==> config.mk <==
export PLATFORM = sky130hd
export DESIGN_NAME = tree_node_dispatch
export DESIGN_NICKNAME = d
export VERILOG_FILES = /design/src/rtl/tree_node_pkg.sv /design/src/rtl/tree_node_slot.sv /design/src/rtl/tree_node_dispatch.sv
export SDC_FILE = /design/constraint.sdc
export NUM_CORES = 1
export LEC_CHECK = 0
export BUFFER_PORTS_ARGS = -buffer_cell sky130_fd_sc_hd__buf_2
export CORE_ASPECT_RATIO = 1.75
export CORE_MARGIN = 1
export CORE_UTILIZATION = 26
export CTS_BUF_LIST = sky130_fd_sc_hd__clkbuf_8
export DETAILED_ROUTE_END_ITERATION = 8
export PLACE_DENSITY = 0.5
export SLEW_MARGIN = 10
export SYNTH_ARGS = -nofsm -noshare
export SYNTH_HDL_FRONTEND = slang
export SYNTH_SLANG_ARGS = --single-unit
export TNS_END_PERCENT = 20
==> constraint.sdc <==
create_clock -name clk -period 4.31 [get_ports clk]
set_input_delay 0.431 -clock clk [delete_from_list [all_inputs] [get_ports clk]]
set_output_delay 0.431 -clock clk [all_outputs]
set_load 0.02 [all_outputs]
==> src/rtl/tree_node_pkg.sv <==
`default_nettype none
// +-----------------------------------------------------------------------+
// | tree_node_pkg : shared types/constants for the tree dispatch node      |
// | Revision      : 1.0                                                    |
// +-----------------------------------------------------------------------+
package tree_node_pkg;

   typedef enum logic [0:0] {
      TN_IDLE        = 1'b0,
      TN_BCAST_DRAIN = 1'b1
   } tn_state_e;

   localparam int CNT_W    = 16;
   localparam int CREDIT_W = 4;

endpackage
`default_nettype wire

==> src/rtl/tree_node_slot.sv <==
`default_nettype none
// +-----------------------------------------------------------------------+
// | tree_node_slot : one-entry child output slot with credit counter and   |
// |                  optional delivery counter (TREE_NODE_STATS_EN)         |
// | Revision       : 1.0                                                   |
// +-----------------------------------------------------------------------+
module tree_node_slot
   import tree_node_pkg::*;
#(
   parameter int DATA_W  = 32,
   parameter int CREDITS = 4
) (
   input  logic              clk,
   input  logic              rst_n,
   input  logic              load_i,
   input  logic [DATA_W-1:0] data_i,
   input  logic              m_ready_i,
   input  logic              done_i,
   output logic              m_valid_o,
   output logic [DATA_W-1:0] m_data_o,
   output logic              credit_ok_o,
   output logic              credit_err_o,
   output logic [CNT_W-1:0]  stat_o
);

   localparam logic [CREDIT_W-1:0] C_CREDIT_MAX = CREDIT_W'(CREDITS);

   logic                valid_q, valid_d;
   logic [DATA_W-1:0]   data_q, data_d;
   logic [CREDIT_W-1:0] credit_q, credit_d;
   logic                w_drain;
   logic                w_credit_err;

   assign w_drain = valid_q & m_ready_i;

   // The top only loads an empty slot, so load and drain never coincide.
   always_comb begin
      valid_d      = valid_q;
      data_d       = data_q;
      credit_d     = credit_q;
      w_credit_err = 1'b0;
      if (load_i) begin
         valid_d = 1'b1;
         data_d  = data_i;
      end else if (w_drain) begin
         valid_d = 1'b0;
      end
      case ({load_i, done_i})
         2'b10: credit_d = credit_q - 1'b1;
         2'b01: begin
            if (credit_q == C_CREDIT_MAX) w_credit_err = 1'b1;
            else                          credit_d = credit_q + 1'b1;
         end
         default: credit_d = credit_q;
      endcase
   end

   always_ff @(posedge clk or negedge rst_n) begin
      if (!rst_n) begin
         valid_q  <= 1'b0;
         data_q   <= '0;
         credit_q <= C_CREDIT_MAX;
      end else begin
         valid_q  <= valid_d;
         data_q   <= data_d;
         credit_q <= credit_d;
      end
   end

   assign m_valid_o    = valid_q;
   assign m_data_o     = data_q;
   assign credit_ok_o  = (credit_q != '0);
   assign credit_err_o = w_credit_err;

`ifdef TREE_NODE_STATS_EN
   logic [CNT_W-1:0] stat_q;

   always_ff @(posedge clk or negedge rst_n) begin
      if (!rst_n)                      stat_q <= '0;
      else if (w_drain && stat_q != '1) stat_q <= stat_q + 1'b1;
   end

   assign stat_o = stat_q;
`else
   assign stat_o = '0;
`endif

endmodule
`default_nettype wire

==> src/rtl/tree_node_dispatch.sv <==
`default_nettype none
// +-----------------------------------------------------------------------+
// | tree_node_dispatch : unicast/broadcast fan-out node with per-child     |
// |                      credits; TREE_NODE_STATS_EN enables stat_cnt       |
// | Revision           : 1.0                                               |
// +-----------------------------------------------------------------------+
module tree_node_dispatch
   import tree_node_pkg::*;
#(
   parameter int NUM_CHILDREN = 5,
   parameter int DATA_W       = 32,
   parameter int CREDITS      = 4,
   parameter int SEL_W        = (NUM_CHILDREN > 1) ? $clog2(NUM_CHILDREN) : 1
) (
   input  logic                           clk,
   input  logic                           rst_n,
   input  logic                           s_valid,
   output logic                           s_ready,
   input  logic [DATA_W-1:0]              s_data,
   input  logic [SEL_W-1:0]               s_dest,
   input  logic                           s_bcast,
   output logic [NUM_CHILDREN-1:0]        m_valid,
   input  logic [NUM_CHILDREN-1:0]        m_ready,
   output logic [NUM_CHILDREN*DATA_W-1:0] m_data,
   input  logic [NUM_CHILDREN-1:0]        done_i,
   output logic                           busy,
   output logic                           err_dest,
   output logic                           err_credit,
   output logic [NUM_CHILDREN*CNT_W-1:0]  stat_cnt
);

   tn_state_e                state_q, state_d;
   logic                     err_dest_q, err_credit_q;
   logic                     w_ready;
   logic                     w_accept;
   logic                     w_dest_ok;
   logic [NUM_CHILDREN-1:0]  w_load;
   logic [NUM_CHILDREN-1:0]  w_credit_ok;
   logic [NUM_CHILDREN-1:0]  w_credit_err;

   assign w_dest_ok = (int'(s_dest) < NUM_CHILDREN);

   always_comb begin
      state_d = state_q;
      w_ready = 1'b0;
      case (state_q)
         TN_IDLE: begin
            if (s_bcast) begin
               w_ready = ~(|m_valid) & (&w_credit_ok);
               if (s_valid && w_ready) state_d = TN_BCAST_DRAIN;
            end else if (!w_dest_ok) begin
               w_ready = 1'b1;
            end else begin
               w_ready = ~m_valid[s_dest] & w_credit_ok[s_dest];
            end
         end
         // Leave once every slot still holding the broadcast drains this cycle.
         TN_BCAST_DRAIN: begin
            if ((m_valid & ~m_ready) == '0) state_d = TN_IDLE;
         end
         default: state_d = TN_IDLE;
      endcase
   end

   assign s_ready  = rst_n & w_ready;
   assign w_accept = s_valid & s_ready;

   always_ff @(posedge clk or negedge rst_n) begin
      if (!rst_n) begin
         state_q      <= TN_IDLE;
         err_dest_q   <= 1'b0;
         err_credit_q <= 1'b0;
      end else begin
         state_q      <= state_d;
         err_dest_q   <= w_accept & ~s_bcast & ~w_dest_ok;
         err_credit_q <= err_credit_q | (|w_credit_err);
      end
   end

   generate
      for (genvar i = 0; i < NUM_CHILDREN; i++) begin : g_child
         assign w_load[i] = w_accept & (s_bcast | (w_dest_ok & (s_dest == SEL_W'(i))));

         tree_node_slot #(
            .DATA_W  (DATA_W),
            .CREDITS (CREDITS)
         ) u_slot (
            .clk          (clk),
            .rst_n        (rst_n),
            .load_i       (w_load[i]),
            .data_i       (s_data),
            .m_ready_i    (m_ready[i]),
            .done_i       (done_i[i]),
            .m_valid_o    (m_valid[i]),
            .m_data_o     (m_data[i*DATA_W +: DATA_W]),
            .credit_ok_o  (w_credit_ok[i]),
            .credit_err_o (w_credit_err[i]),
            .stat_o       (stat_cnt[i*CNT_W +: CNT_W])
         );
      end
   endgenerate

   assign busy       = (|m_valid) | (state_q != TN_IDLE);
   assign err_dest   = err_dest_q;
   assign err_credit = err_credit_q;

endmodule
`default_nettype wire

# --- After elaboration in Yosys (flattened, before gate mapping) ---
# Cells that the tools add are included.
op_classes:
  addsub: 10
  order_cmp: 2
  eq_ne: 24
  n_mux: 41
  bitwise: 35
  n_reduce_logical: 26
ops:
  columns: ["operator", "n"]
  rows:
  - ["4-bit case mux with 2 select lines", 5]
  - ["1-bit 2-to-1 mux", 28]
  - ["1-bit bitwise AND", 21]
  - ["4-bit by 1-bit adder with 4-bit output (second input constant)", 5]
  - ["4-bit by 3-bit equality test with 1-bit output (second input constant)", 5]
  - ["4-bit 2-to-1 mux", 5]
  - ["2-bit nonzero test", 10]
  - ["4-bit nonzero test", 5]
  - ["4-bit by 1-bit subtractor with 4-bit output (second input constant)", 5]
  - ["2-bit by 1-bit equality test with 1-bit output (second input constant)", 5]
  - ["2-bit equality test (second input constant)", 5]
  - ["2-bit inequality test (second input constant)", 5]
  - ["2-bit AND reduction", 5]
  - ["5-bit OR reduction", 2]
  - ["1-bit OR", 7]
  - ["1-bit binary-select mux with 3-bit select", 2]
  - ["3-bit by 2-bit equality test with 1-bit output (second input constant)", 2]
  - ["5-bit bitwise AND", 1]
  - ["5-bit logical NOT", 1]
  - ["1-bit NOT", 5]
  - ["5-bit NOT", 1]
  - ["5-bit AND reduction", 1]
  - ["3-bit by 4-bit < comparator with 1-bit output (second input constant)", 1]
  - ["3-bit by 1-bit equality test with 1-bit output (second input constant)", 1]
  - ["other kinds (5)", 5]
word_totals:
  reg_bits: 188
  input_bits: 49
  out_inout_bits: 249
  elab_cells: 156

# --- Depth between registers and ports, before layout ---
logic_depth:
  ltp_word: 14
  ltp_mapped: 14
  mapped_depth_nobuf: 11

# --- Hierarchy ---
# From an unflattened synthesis, not the netlist that was laid out.
unflattened:
  hier_cells: 634
  hier_area_um2: 8644.5
modules_own_cells:
  columns: ["mod", "n_inst", "cells_per_inst", "area_per_inst_um2"]
  rows:
  - ["tree_node_slot", 5, 117, 1656.6]
  - ["tree_node_dispatch", 1, 49, 361.6]

# --- Worst setup path after synthesis ---
# No wires, ideal clock.
synth_timing:
  kind: "register to register"
  start: "register g_child[4].u_slot.valid_q"
  end: "register g_child[4].u_slot.credit_q[3]"
  arrival_time_ns: 3.165
  slack_ns: 1.065
  stages_incl_launch_ff: 14
  n_path_buf: 2
  period_less_slack_ns: 3.245
  cell_sequence: "dfrtp_1 > or4_4 > nor4_4 > nand4_1 > o31a_1 > buf_2 > buf_2 > nand2_1 > ha_1 > a21o_1 > a21o_1 > and3_1 > mux2i_1 > xnor2_1"
synth_via:
  elab_chain_len: 13
synth_lines:
  columns: ["element", "line_no", "text"]
  rows:
  - ["start: declaration", "tree_node_slot.sv:28", "logic valid_q, valid_d;"]
  - ["start signal: assignment", "tree_node_slot.sv:64", "valid_q <= valid_d;"]
  - ["1-bit binary-select mux with 3-bit select", "tree_node_dispatch.sv:54", "w_ready = ~m_valid[s_dest] & w_credit_ok[s_dest];"]
  - ["1-bit 2-to-1 mux (implied by the code)", "tree_node_dispatch.sv:54", null]
  - ["1-bit NOT", "tree_node_dispatch.sv:54", null]
  - ["1-bit bitwise AND", "tree_node_dispatch.sv:54", null]
  - ["1-bit 2-to-1 mux", "tree_node_dispatch.sv:51", "end else if (!w_dest_ok) begin"]
  - ["1-bit 2-to-1 mux *", "tree_node_dispatch.sv:48", "if (s_bcast) begin"]
  - ["1-bit 2-to-1 mux *", "tree_node_dispatch.sv:46", "case (state_q)"]
  - ["1-bit bitwise AND *", "tree_node_dispatch.sv:65", "assign s_ready = rst_n & w_ready;"]
  - ["1-bit bitwise AND *", "tree_node_dispatch.sv:66", "assign w_accept = s_valid & s_ready;"]
  - ["1-bit bitwise AND *", "tree_node_dispatch.sv:82", "assign w_load[i] = w_accept & (s_bcast | (w_dest_ok & (s_dest == SEL_W'(i))));"]
  - ["2-bit by 1-bit equality test with 1-bit output or 2-bit equality test (tied branches)", "tree_node_slot.sv:48", "case ({load_i, done_i})"]
  - ["2-bit inequality test (no source line) or 2-bit nonzero test (tied branches)", null, null]
  - ["2-bit AND reduction (no source line)", null, null]
  - ["end signal: assignment", "tree_node_slot.sv:66", "credit_q <= credit_d;"]
  - ["end: declaration", "tree_node_slot.sv:30", "logic [CREDIT_W-1:0] credit_q, credit_d;"]
# Every way passes the cells marked *; elsewhere a longest branch is shown, timed or not. The select of a mux whose other input is x is not followed.
# A chain may end at the register's enable or synchronous reset.

# --- Final worst setup path ---
layout_timing:
  start: "register g_child[0].u_slot.credit_q[0]"
  end: "register g_child[0].u_slot.credit_q[3]"
layout_via:
  elab_chain_len: 13
layout_lines:
  columns: ["element", "line_no", "text"]
  rows:
  - ["start: declaration", "tree_node_slot.sv:30", null]
  - ["start signal: assignment", "tree_node_slot.sv:66", null]
  - ["4-bit nonzero test", "tree_node_slot.sv:72", "assign credit_ok_o = (credit_q != '0);"]
  - ["1-bit binary-select mux with 3-bit select", "tree_node_dispatch.sv:54", null]
  - ["1-bit 2-to-1 mux (implied by the code)", "tree_node_dispatch.sv:54", null]
  - ["1-bit bitwise AND", "tree_node_dispatch.sv:54", null]
  - ["1-bit 2-to-1 mux", "tree_node_dispatch.sv:51", null]
  - ["1-bit 2-to-1 mux", "tree_node_dispatch.sv:48", null]
  - ["1-bit 2-to-1 mux", "tree_node_dispatch.sv:46", null]
  - ["1-bit bitwise AND", "tree_node_dispatch.sv:65", null]
  - ["1-bit bitwise AND", "tree_node_dispatch.sv:66", null]
  - ["1-bit bitwise AND", "tree_node_dispatch.sv:82", null]
  - ["2-bit by 1-bit equality test with 1-bit output or 2-bit equality test (tied branches)", "tree_node_slot.sv:48", null]
  - ["2-bit inequality test (no source line) or 2-bit nonzero test (tied branches)", null, null]
  - ["2-bit AND reduction (no source line)", null, null]
# Parallel ways exist; a longest one is shown, timed or not. The select of a mux whose other input is x is not followed.

==> flow_metrics.tcl <==
set metrics [dict create \
    ys_async_sr_fraction 1.00 \
    setup_viol 0 \
    worstHoldStart "s_data[10]" \
    ys_seq_elements 188 \
    initial_core_util 0.263 \
    grt_pass1_wl_mm 36.8 \
    min_path_type "input pin to flop" \
    worstReg2RegStart "g_child[0].u_slot.credit_q[0]" \
    dr_total_vias 6419 \
    cts_buffers 17 \
    synth_top_family_by_area "simple AND/OR/NAND/NOR gates" \
    fin_nets 1118 \
    min_period_ps 3230 \
    period_share 0.749 \
    slowest_delay_ps 640 \
    cellPowerDensity_mw_per_mm2 770 \
    synth_fa_ha_area_frac 0.0253 \
    maxClockFrequency_ghz 0.310 \
    cp_max_fo 6 \
    skew_ps 24.8 \
    criticalPathCategory "flop to flop" \
    die_area_mm2 0.0350 \
    synthToLayoutAreaGrowth_pct 17.5 \
    drc_errors 0 \
    cts_hold_buf 1 \
    ys.flop_type "dfrtp_1" \
    outcome "finished clean" \
    yosysWarnings 0 \
    power_mw 8.04 \
    drv_cap 0 \
    drv_slew 0 \
    r2r_slack_ps 1080 \
    hpwl_mm 17.1 \
    path_buf_inv 0 \
    grt_usage 0.143 \
    setup.worst_path.start_class "flop" \
    routedWlPerCell_um 16.1 \
    relSlewSlack 0.250 \
    hold_viol_final 0 \
    path_cells "nor4_1, o32ai_1, o31ai_1, nand3_1, ha_1, a21o_1, a21o_1, and3_1, mux2i_1, xnor2_1" \
    fin_tns_setup_ps 0 \
    avgSynthCellArea_um2 10.5 \
    root_buffer "clkbuf_8" \
    synth.distinct_cells 57 \
    yosysSeqAreaShare 0.530 \
    drtIter0Drc 277 \
    final_core_util 0.309 \
    htree_levels 4 \
    postRouteAntennaNets 0 \
    ios 298 \
    final_layout_size_suffix_gt1_frac 0.323 \
    yosysTopAreaCell "dfrtp_1" \
    port_buffers 217 \
    die_w_um 142 \
    synth_top_area_share 0.515 \
    dpl-instance-area_mm2 0.0101 \
    crit_path_end_kind "flop" \
    cp_slowest_cell "nor4_1" \
    grt_antenna_before_repair 2 \
    rsz0062_at_grt "false" \
    synth_xor_area_frac 0.0146 \
    cts_tree "built" \
    synth_area_leaders "dfrtp_1 52%, nand2_1 13%, buf_4 7.3%" \
    grt_max_degree 71 \
    synth.area.mux_share 0.101 \
    peakVddDrop_mv 0.227 \
    dp.cells 1489 \
    synth_edf_count 0 \
    worstPathArrival_ps 3660 \
    critical_path_required_ps 4740 \
    die_h_um 247 \
    cp_top_family "simple AND/OR/NAND/NOR gates" \
    ctsResizeCount 0 \
    worstMarginPinSlew_ps 1130 \
    synth_compound_area_frac 0.0441 \
    finalInstanceArea_mm2 0.0104 \
    yosys.cell_count.top_type "nand2_1" \
    p_leak_nw 5.59 \
    crit_start "g_child[0].u_slot.credit_q[0]" \
    clkTransAtPathRegs_ps 110 \
    yosys.area_share.simple 0.182 \
    grt-ovfl-total 0 \
    row_count 89 \
    clock-sinks 188 \
    cts_setup_buffers 0 \
    grt_pass1_vias 5964 \
    synth_common_cells "307 x nand2_1, 183 x dfrtp_1, 86 x buf_4, 38 x mux2_2, 28 x mux2_4" \
    routed_via_density 4.21 \
    syn_inst 850 \
    final_cells 1524 \
    clkLatencyLatePin_ps 500 \
    core_area_mm2 0.0337 \
    cts_buffer_depth 2 \
    cpMostUsedCell "a21o_1" \
    dr.pass1.iters 4 \
    synth_area_mm2 0.00889 \
    place_congestion 0.762 \
    postRouteWirelength_mm 24.6 \
]
sequential cells by signal, summed over array words and instances (netlist names):
signal and count:
g_child.u_slot.m_data_o 160, g_child.u_slot.credit_q 20, g_child.u_slot.m_valid_o 5, err_credit 1, err_dest 1, state_q 1
routing by layer:
metal  GRT usage  share of wire  vias to the layer above
met1       0.159           0.39                     3159
met4      0.0708          0.030                        0
met5           0              0                        -
li1            -              -                     3031
met3      0.0224          0.032                       29
met2       0.262           0.55                      200
final timing paths:
check                                            endpoint  cells past startpoint
setup / recovery            g_child[0].u_slot.credit_q[3]                     10
hold / removal             g_child[4].u_slot.m_data_o[10]                      3
setup reg to reg            g_child[0].u_slot.credit_q[3]                     10
hold reg to reg            g_child[0].u_slot.m_data_o[26]                      2
max in group asynchronous  g_child[4].u_slot.m_data_o[14]                      4
min in group asynchronous     g_child[4].u_slot.m_valid_o                      2
cell families (layout without fill, tap and decap cells):
family	Yosys count	in the layout
flip-flops	188	188
AO/OA/AOI/OAI	49	49
multiplexers	71	71
AND/OR/NAND/NOR	381	381
adder cells (fa/ha/maj)	15	15
XOR/XNOR	14	14
buffers and inverters	131	269
other	1	82
worst reg2reg max path, delay by kind of cell, from the launching register on:
family | cells | cell delay [ps]
XOR/XNOR | 1 | 140
AND/OR/NAND/NOR | 3 | 1080
adder cells (fa/ha/maj) | 1 | 350
flip-flops | 1 | 460
multiplexers | 1 | 160
AO/OA/AOI/OAI | 4 | 1000
per-stage QoR:
step | setup WS, ps | hold slack (ps)
after floorplan | 1060 | 135
after global placement | 1160 | 281
after detailed placement | 1090 | 282
after CTS | 1080 | 133
after global routing | 753 | 145
final | 1080 | 186
power by group:
part / internal (mW) / switching [mW] / leakage (nW) / total (mW)
Sequential: 2.60 / 0.498 / 2.31 / 3.10
Combinational: 1.43 / 2.35 / 3.10 / 3.78
Clock: 0.435 / 0.724 / 0.180 / 1.16
cells in the final DEF (no fill, tap or decap), drive strengths merged, types with 4 or more instances in the layout:
master	Yosys	layout
clkbuf	5	19
a21o	9	9
nand2b	9	9
mux2	66	66
dfrtp	183	183
fa	5	5
nand2	307	307
ha	10	10
a22oi	5	5
mux2i	5	5
and3	4	4
xnor2	13	13
nand3	10	10
a21oi	9	9
nor3	8	8
nor2	7	7
dfstp	5	5
nand4	15	15
conb	1	80
o21ai	4	4
buf	117	226
inv	9	16
clkinvlp	0	4
nor4	6	6
layout make-up:
class / count / area (um2)
antenna: 2 / 5.00
clock buffer: 18 / 248
clock inverter: 14 / 126
fill: 3529 / 23300
inverter: 9 / 33.8
multi-input combinational: 610 / 3570
sequential: 188 / 4710
tap: 455 / 569
timing repair buffer: 228 / 1180
No activity file was read; power rests on OpenSTA's default activity.
